File: config.mk
export PLATFORM = sky130hd
export DESIGN_NAME = prompt_sequencer
export DESIGN_NICKNAME = d
export VERILOG_FILES = /design/src/rtl/prompt_sequencer.sv
export SDC_FILE = /design/constraint.sdc
export NUM_CORES = 1
export LEC_CHECK = 0
export ABC_AREA = 1
export CAP_MARGIN = 25
export CORE_UTILIZATION = 40
export DETAILED_ROUTE_END_ITERATION = 16
export PLACE_DENSITY = 0.69
export SKIP_LAST_GASP = 1
export SYNTH_ARGS = -nofsm -noshare
export SYNTH_HDL_FRONTEND = slang
export SYNTH_SLANG_ARGS = --single-unit
File: constraint.sdc
create_clock -name clk -period 2 [get_ports clk]
set_clock_uncertainty 0.15 [all_clocks]
set_input_delay 0.4 -clock clk [delete_from_list [all_inputs] [get_ports clk]]
set_output_delay 0.4 -clock clk [all_outputs]
set_load 0.05 [all_outputs]
File: src/rtl/prompt_sequencer.sv
// rtl/prompt_sequencer.sv - quiz round sequencer: one-hot prompt enables, grading, score and frame timeout
module prompt_sequencer #(
    parameter int NUM_Q          = 4,
    parameter int ANS_W          = 8,
    parameter int TIMEOUT_FRAMES = 600,
    localparam int QW = (NUM_Q > 1) ? $clog2(NUM_Q) : 1,
    localparam int SW = $clog2(NUM_Q + 1)
) (
    input  logic                   clk,
    input  logic                   rst_n,
    input  logic                   start,
    input  logic                   vsync_tick,
    input  logic                   answer_valid,
    input  logic [ANS_W-1:0]       answer,
    input  logic [NUM_Q*ANS_W-1:0] key_flat,
    output logic [NUM_Q-1:0]       q_en,
    output logic [QW-1:0]          q_idx,
    output logic [SW-1:0]          score,
    output logic                   result_valid,
    output logic                   result_correct,
    output logic                   timed_out,
    output logic                   done
);

    typedef enum logic [2:0] {
        S_IDLE,
        S_ARM,
        S_SHOW,
        S_SWITCH,
        S_DONE
    } state_t;

    localparam logic [15:0]   TO_LAST = 16'(TIMEOUT_FRAMES - 1);
    localparam logic [QW-1:0] Q_LAST  = QW'(NUM_Q - 1);
    localparam logic [SW-1:0] S_MAX   = SW'(NUM_Q);

    state_t             state, state_n;
    logic [15:0]        frame_cnt, frame_cnt_n;
    logic [NUM_Q-1:0]   q_en_n;
    logic [QW-1:0]      q_idx_n;
    logic [SW-1:0]      score_n;
    logic               result_valid_n;
    logic               result_correct_n;
    logic               timed_out_n;
    logic [ANS_W-1:0]   key_cur;
    logic               answer_hit;
    logic               timeout_hit;
    logic               last_q;

    function automatic logic [NUM_Q-1:0] one_hot(input logic [QW-1:0] idx);
        logic [NUM_Q-1:0] v;
        v      = '0;
        v[idx] = 1'b1;
        return v;
    endfunction

    assign key_cur     = key_flat[int'(q_idx) * ANS_W +: ANS_W];
    assign answer_hit  = (answer == key_cur);
    assign last_q      = (q_idx == Q_LAST);
    // An answer arriving on the timeout frame takes priority over the timeout.
    assign timeout_hit = vsync_tick && !answer_valid && (frame_cnt == TO_LAST);

    always_ff @(posedge clk or negedge rst_n) begin
        if (!rst_n) begin
            state          <= S_IDLE;
            frame_cnt      <= '0;
            q_en           <= '0;
            q_idx          <= '0;
            score          <= '0;
            result_valid   <= 1'b0;
            result_correct <= 1'b0;
            timed_out      <= 1'b0;
            done           <= 1'b0;
        end else begin
            state          <= state_n;
            frame_cnt      <= frame_cnt_n;
            q_en           <= q_en_n;
            q_idx          <= q_idx_n;
            score          <= score_n;
            result_valid   <= result_valid_n;
            result_correct <= result_correct_n;
            timed_out      <= timed_out_n;
            done           <= (state_n == S_DONE);
        end
    end

    always_comb begin
        state_n = state;
        case (state)
            S_IDLE:   if (start) state_n = S_ARM;
            S_ARM:    if (vsync_tick) state_n = S_SHOW;
            S_SHOW:   if (answer_valid || timeout_hit) state_n = S_SWITCH;
            S_SWITCH: if (vsync_tick) state_n = last_q ? S_DONE : S_SHOW;
            S_DONE:   if (start) state_n = S_ARM;
            default:  state_n = S_IDLE;
        endcase
    end

    always_comb begin
        q_en_n           = q_en;
        q_idx_n          = q_idx;
        score_n          = score;
        frame_cnt_n      = frame_cnt;
        result_valid_n   = 1'b0;
        result_correct_n = 1'b0;
        timed_out_n      = 1'b0;
        case (state)
            S_IDLE, S_DONE: begin
                q_en_n = '0;
                if (start) begin
                    q_idx_n = '0;
                    score_n = '0;
                end
            end
            S_ARM: begin
                q_en_n = '0;
                if (vsync_tick) begin
                    q_en_n      = one_hot(q_idx);
                    frame_cnt_n = '0;
                end
            end
            S_SHOW: begin
                if (answer_valid) begin
                    result_valid_n   = 1'b1;
                    result_correct_n = answer_hit;
                    if (answer_hit && score != S_MAX)
                        score_n = score + SW'(1);
                end else if (vsync_tick) begin
                    frame_cnt_n = frame_cnt + 16'd1;
                    if (timeout_hit) begin
                        result_valid_n = 1'b1;
                        timed_out_n    = 1'b1;
                    end
                end
            end
            S_SWITCH: begin
                // The visible prompt only changes on vertical blank.
                if (vsync_tick) begin
                    if (last_q) begin
                        q_en_n = '0;
                    end else begin
                        q_idx_n     = q_idx + QW'(1);
                        q_en_n      = one_hot(q_idx + QW'(1));
                        frame_cnt_n = '0;
                    end
                end
            end
            default: q_en_n = '0;
        endcase
    end

endmodule

==> results of run 1 <==
-- logic make-up after synthesis --
| logic type | Yosys count |
|---|---|
| AO/OA/AOI/OAI | 33 |
| XOR/XNOR | 5 |
| adder cells (fa/ha/maj) | 9 |
| buffers and inverters | 45 |
| flip-flops | 32 |
| AND/OR/NAND/NOR | 226 |
-- what timing repair did --
item | 4_1_cts | 5_1_grt
resized for setup | 0 | 3
buffers inserted | 0 | 1
endpoints found under the setup margin | 0 | 5
-- placed cells by master, fill, tap and decap left out, drive strengths merged --
master | netlist | final
xor2 | 3 | 3
clkinvlp | 0 | 1
o21a | 1 | 1
nor4 | 3 | 3
clkbuf | 0 | 5
nand3b | 4 | 4
o21ai | 18 | 18
nor2 | 40 | 40
a21oi | 8 | 8
clkdlybuf4s50 | 0 | 44
inv | 37 | 37
nor3b | 1 | 1
xnor2 | 2 | 2
ha | 9 | 9
a31oi | 4 | 4
nand2 | 107 | 107
clkinv | 0 | 1
nand3 | 47 | 47
nor3 | 9 | 9
o31ai | 2 | 2
bufinv | 0 | 1
dfrtp | 32 | 32
nand4 | 15 | 15
buf | 8 | 29
-- per-layer routing --
metal	up-vias	track usage
li1	1302	-
met1	1138	0.272
met2	54	0.377
met3	6	0.0389
met4	0	0.0836
met5	-	0
-- metrics by stage --
| stage | total power (W) | worst slack [ps] | instance area [um2] | hold WS [ps] | cells |
|---|---|---|---|---|---|
| 2_1_floorplan | 0.00211 | 10.6 | 2410 | -45.6 | 350 |
| 3_3_place_gp | 0.00268 | -74.3 | 3110 | 364 | 486 |
| 3_5_place_dp | 0.00273 | -152 | 3110 | 368 | 486 |
| 4_1_cts | 0.00335 | 127 | 3220 | 370 | 494 |
| 5_1_grt | 0.00362 | 0.319 | 3240 | 387 | 495 |
| 6_report | 0.00334 | 160 | 3240 | 354 | 495 |
-- synthesized netlist by cell type (all sizes together) --
master	instances	area [um2]
nand2	107	407
nand3	47	258
nor2	40	165
inv	37	146
dfrtp	32	801
o21ai	18	90.1
nand4	15	93.8
ha	9	113
nor3	9	61.3
a21oi	8	40.0
buf	8	72.6
a31oi	4	31.3
nand3b	4	30.0
nor4	3	18.8
xor2	3	26.3
o31ai	2	15.0
xnor2	2	17.5
nor3b	1	12.5
o21a	1	7.51
-- layout make-up --
cell class / count / area, um2 / share of cell area
timing repair buffer: 73 / 696 / 0.215
clock inverter: 3 / 42.5 / 0.0131
multi-input combinational: 273 / 1390 / 0.430
sequential: 32 / 802 / 0.248
tap: 72 / 90.1 / 0.0278
clock buffer: 5 / 68.8 / 0.0212
inverter: 37 / 149 / 0.0460
-- worst min-delay path by stage --
| stage | depth (start not counted) | endpoint | from |
|---|---|---|---|
| floorplan | 0 | done | rst_n |
| global placement | 2 | frame_cnt[1] | frame_cnt[1] |
| detailed placement | 1 | frame_cnt[3] | frame_cnt[3] |
| finish | 2 | q_idx[0] | rst_n |
| CTS | 2 | q_idx[1] | rst_n |
| global route | 2 | q_idx[1] | rst_n |
-- critical path: cells and delay by family, from the launching register on --
| family | cells | cell delay (ps) |
|---|---|---|
| and+or+nand+nor | 3 | 560 |
| DFF | 1 | 420 |
| adders and majority gates | 1 | 250 |
| AOI/OAI and AO/OA | 1 | 200 |
| xor gates and xnor gates | 1 | 170 |
-- where the power goes --
group	total [W]	switching, W	leakage (nW)	internal, W
combinational	0.00189	0.00118	1.00	0.000707
sequential	0.000839	0.0000881	0.433	0.000751
clock	0.000615	0.000247	0.0541	0.000368
-- state kept, by name, indices dropped and copies added, names as in the netlist --
signal          count
frame_cnt          16
q_idx               2
score               3
q_en                4
result_valid        1
timed_out           1
state               3
done                1
result_correct      1
==> key figures, run 1 <==
CTS
  • Root Driver: clkbuf_8
  • Clock Path Buffers: 2
  • Htree depth: 2
  • CTS tree: yes
  • Worst skew pair latency: 290 ps
  • Clock sinks: 32
  • Clock slew at reported path FFs: about 70 ps
  • Hold-fix buffers, CTS: 0
  • TritonCTS Buffers: 5

Synth
  • Synth Area in Compound Gates: 0.0764
  • Synth warn: 0
  • Simple-gate share of the synthesized area: 0.435
  • Synth Area in XOR/XNOR: 0.0182
  • Yosys reg bits: 32
  • Synth cell types: 34
  • Largest family of logic cells by synthesized area: simple AND/OR/NAND/NOR gates
  • Synthesized area: about 2400 um2
  • Mean Syn Cell Area: 6.87 um2
  • Synthesized net count: 404
  • Register area share after synthesis: 0.333
  • Post-Synth Adder-Cell Area: 0.0468
  • Post-Syn Instances: 350
  • Mux share of post-synthesis cell area: 0

Floorplanning
  • IO Pins: between 50 and 60
  • Row count: 27
  • Die X: ~80 um
  • Core Area: 5640 um2
  • Starting density of the core: 0.426
  • Die Y: approximately 80 um
  • Die area: 6330 um2

Power
  • Max VDD drop: 0.000579 V
  • Leakage power: 1.49 nW
  • PD cells: 1030 nW/um2

Global route
  • First-pass GRT wire length: between 10 and 15 mm
  • Pin count of the biggest net entering global routing: 33
  • Global route overflow: 0
  • Initial antenna violation count: 0
  • Tot GR Track Use: 0.220
  • Vias in the first global route: approximately 2500

Detailed routing
  • DR vias/cell: 5.05
  • Met2 wire len: 3.03 mm
  • Post-DR wirelength/cell: roughly 12 um
  • Met3 wire length: 218 um
  • DR DRC count: 0
  • Initial DRC count: 124
  • WL met1: 2.83 mm
  • DRT Pass-1 Iters: 4
  • Top Metal Used: met4
  • Final wirelength: between 6 and 7 mm
  • Detail Route Antenna Nets: 0
  • Via count: 2500

Setup path
  • Reg-to-reg startpoint: frame_cnt[0]
  • Critical Path AT: 1880 ps
  • FF-to-FF End: frame_cnt[14]
  • Flop-to-flop setup slack: 160 ps
  • Worst setup SP type: register
  • Worst setup EP type: register
  • Slowest-stage cell, CP: dfrtp_1
  • Crit path capture: frame_cnt[14]
  • Crit Path Max Fanout: 4
  • CP Launch Point: frame_cnt[0]
  • Reg2reg path depth: 6
  • Worst path cell trace: ha_1, nand2_1, nor3_2, nand3_1, xor2_1, o31ai_1
  • Max incr delay on CP: 420 ps
  • Critical Path RT: 2040 ps
  • Setup CP Type: register to register

Layout
  • Synth-to-Final Area Change: 34.6%
  • Layout Nets: 476
  • Diodes inserted: 0
  • Share of cells above drive strength 1: 0.139
  • Final core utilization: 0.574
  • Fillers: approximately 530

Timing
  • Worst-Margin Slew: between 400 and 500 ps
  • Final Setup Violations: 0
  • Period utilisation layout: 0.920
  • Worst slew margin: 0.724
  • Final Hold Fails: 0
  • Final Max Slew Viols: 0
  • Minimum clock period: 1840 ps
  • RSZ-0062 raised after global routing: false
  • Setup TNS: 0 ps
  • Fmax: about 0.54 GHz

Placement
  • IO Port Bufs: 57
  • DP HPWL: approximately 5.0 mm
  • Final GP Congestion: 0.889

Run status
  • Status: completed

Worst hold path
  • Hold Path Class: input pin to asynchronous set/reset pin

Run
  • MaxCap Viol Count: 0
No activity file was read; power rests on OpenSTA's default activity.
==> run 2: changes to the inputs <==
- DONT_BUFFER_PORTS: not set -> 1
- PLACE_DENSITY: 0.69 -> 0.56
==> run 2 against run 1 <==
Register-to-register slack gained 20 ps. Combinational power shrank 24%. Design area shrank 17%. First-iteration DRC count grew 5.6%. Hold slack lost 220 ps. Clock-buffer cell count grew 2. Power shrank 7.0%. Sequential power grew 16%. Critical endpoint is now score[1].
==> key figures, run 2 (synthesized netlist as in run 1, its figures left out) <==
Power
  • Max VDD drop: 0.000615 V (+6.2%)
  • Leakage power: 1.26 nW (-15%)
  • PD cells: 1150 nW/um2 (+11%)

Layout
  • Share of cells above drive strength 1: 0.120 (-0.0193)
  • Most common cell after layout, fill and taps aside: nand2_1
  • Diodes inserted: 0 (unchanged)
  • Final core utilization: 0.479 (-0.0949)
  • Biggest register: frame_cnt
  • Most frequent cells in the layout: 105 x nand2_1, 44 x nand3_1, 35 x nor2_1
  • Layout Nets: 419 (-12%)
  • Finished Layout Cells: 438 (-12%)
  • Synth-to-Final Area Change: 12.4%
  • Cell area after layout: 2700 um2 (-17%)
  • Max reg flops: 16 (unchanged)
  • Regs by FF count: frame_cnt: 16 flops, q_en: 4 flops
  • Fillers: 579 (+8.8%)

Floorplanning
  • Core Area: 5640 um2 (unchanged)
  • Row count: 27 (unchanged)
  • Die X: 79.6 um (unchanged)
  • IO Pins: 58 (unchanged)
  • Die area: 6330 um2 (unchanged)
  • Starting density of the core: 0.426 (unchanged)
  • Die Y: 79.6 um (unchanged)

Worst hold path
  • Worst hold stages: 2
  • Hold Path Class: input pin to register
  • Hold path start: vsync_tick
  • Hold path endpoint: q_en[2]

Setup path
  • CP delay by family, top: simple AND/OR/NAND/NOR gates
  • Crit Path Max Fanout: 21 (+17)
  • Critical Path AT: 1900 ps (+20 ps)
  • Flop-to-flop setup slack: 180 ps (+20 ps)
  • Setup CP Type: register to register
  • Worst setup EP type: register
  • Worst setup SP type: register
  • Buffer and inverter count on the worst path: 2 (+2)
  • Slowest-stage cell, CP: dfrtp_2
  • CP most frequent cell: nand2_1
  • Reg2reg path depth: 12 (+6)
  • Critical Path RT: 2080 ps (+40 ps)
  • Crit path depth: 12 (+6)
  • Reg-to-reg startpoint: q_idx[0]
  • FF-to-FF End: score[1]
  • Max incr delay on CP: 420 ps (about the same)
  • Worst path cell trace: buf_12, inv_8, nand2_1, nand3_1, nand2_1, nand2_1, nand2_1, nor2_1, nand3_1, nor2_2, nand3_1, nand2_1

Detailed routing
  • DR vias/cell: 5.24 (+3.7%)
  • Via count: 2293 (-8.3%)
  • Detail Route Antenna Nets: 0 (unchanged)
  • Post-DR wirelength/cell: 13.1 um (+5.7%)
  • Initial DRC count: 131 (+5.6%)
  • DR DRC count: 0 (unchanged)
  • DRT Pass-1 Iters: 4 (unchanged)
  • Final wirelength: 5.75 mm (-6.5%)

Timing
  • RSZ-0062 raised after global routing: false
  • Final Max Slew Viols: 0 (unchanged)
  • Worst slew margin: 0.680 (-0.0437)
  • Fmax: 0.549 GHz (+1.1%)
  • Final Hold Fails: 0 (unchanged)
  • Final Setup Violations: 0 (unchanged)
  • Minimum clock period: 1820 ps (-19.8 ps)
  • Period utilisation layout: 0.910 (-0.00992)
  • Worst-Margin Slew: 480 ps (+69.3 ps)
  • Setup TNS: 0 ps (unchanged)

CTS
  • TritonCTS Buffers: 5 (unchanged)
  • Clock sinks: 32 (unchanged)
  • Clock slew at reported path FFs: 70 ps (about the same)
  • CTS tree: yes
  • Worst skew pair latency: 290 ps (about the same)
  • Htree depth: 2 (unchanged)
  • Clock Path Buffers: 2 (unchanged)
  • Number of setup buffers added after CTS: 0 (unchanged)
  • Root Driver: clkbuf_8

Placement
  • Final GP Congestion: 0.860 (-3.2%)
  • Placed Area: 2540 um2 (-18%)
  • IO Port Bufs: 0 (-100%)
  • DP HPWL: 4.48 mm (-9.9%)
  • Placed cell count: 428 (-12%)

Global route
  • Vias in the first global route: 2184 (-13%)
  • Initial antenna violation count: 0 (unchanged)
  • Pin count of the biggest net entering global routing: 33 (unchanged)
  • First-pass GRT wire length: 10.1 mm (-8.4%)
  • Global route overflow: 0 (unchanged)
  • Tot GR Track Use: 0.205 (-0.0153)

Run status
  • Status: completed

Run
  • MaxCap Viol Count: 0 (unchanged)
[run 2: changes by cell type in the layout (fill, tap and decap cells not counted), sizes merged]
cell           change
buf               -14
clkdlybuf4s50     -44
dlygate4sd3        +1
clkinv             -1
clkinvlp           -1
clkbuf             +2
[run 2: worst register-to-register path, delay by kind of cell (launching register included)]
kind          cells  cell delay [ps]
flops             1              420
simple gates     10              910
buf+inv           2              280
[run 2: how the worst max path moves through the flow]
stage,start,to
2_1_floorplan,q_idx[1],score[2]
3_3_place_gp,q_idx[0],score[1]
3_5_place_dp,q_idx[0],score[1]
4_1_cts,q_idx[0],score[1]
5_1_grt,state[2],frame_cnt[8]
6_report,q_idx[0],score[1]
[run 2: power breakdown]
part / switching (W) / internal (W)
registers: 0.000228 / 0.000749
clock network: 0.000250 / 0.000440
logic: 0.000965 / 0.000478
total: 0.00144 / 0.00167
[run 2: what timing repair did]
item                                    CTS  global route
hold buffers                              2             0
endpoints found under the setup margin    0             2
resized for setup                         0             2
hold endpoints to repair                 32             0
[run 2: stage by stage]
stage	worst slack (ps)	total power, W	hold WS [ps]
after floorplan	10.6	0.00211	-45.6
after global placement	188	0.00241	-45.0
after detailed placement	152	0.00242	-45.0
after CTS	141	0.00314	123
after global routing	20.4	0.00340	147
final	180	0.00311	136
[run 2: metal layers]
metal | up-vias | global-route usage | share of wire | wire, um
met3 | 6 | 0.0560 | 0.058 | 333
met2 | 55 | 0.319 | 0.44 | 2540
met1 | 1043 | 0.276 | 0.49 | 2800
met5 | - | 0 | 0 | 0
li1 | 1189 | - | - | -
met4 | 0 | 0.0545 | 0.011 | 65
[run 2: layout make-up]
class | count | area [um2] | area share
multi-input cells | 273 | 1390 | 0.514
inverters | 37 | 149 | 0.0551
clock inverters | 1 | 30.0 | 0.0111
repair buffers | 16 | 148 | 0.0546
flip-flops and latches | 32 | 802 | 0.297
well taps | 72 | 90.1 | 0.0333
clock buffers | 7 | 96.3 | 0.0356
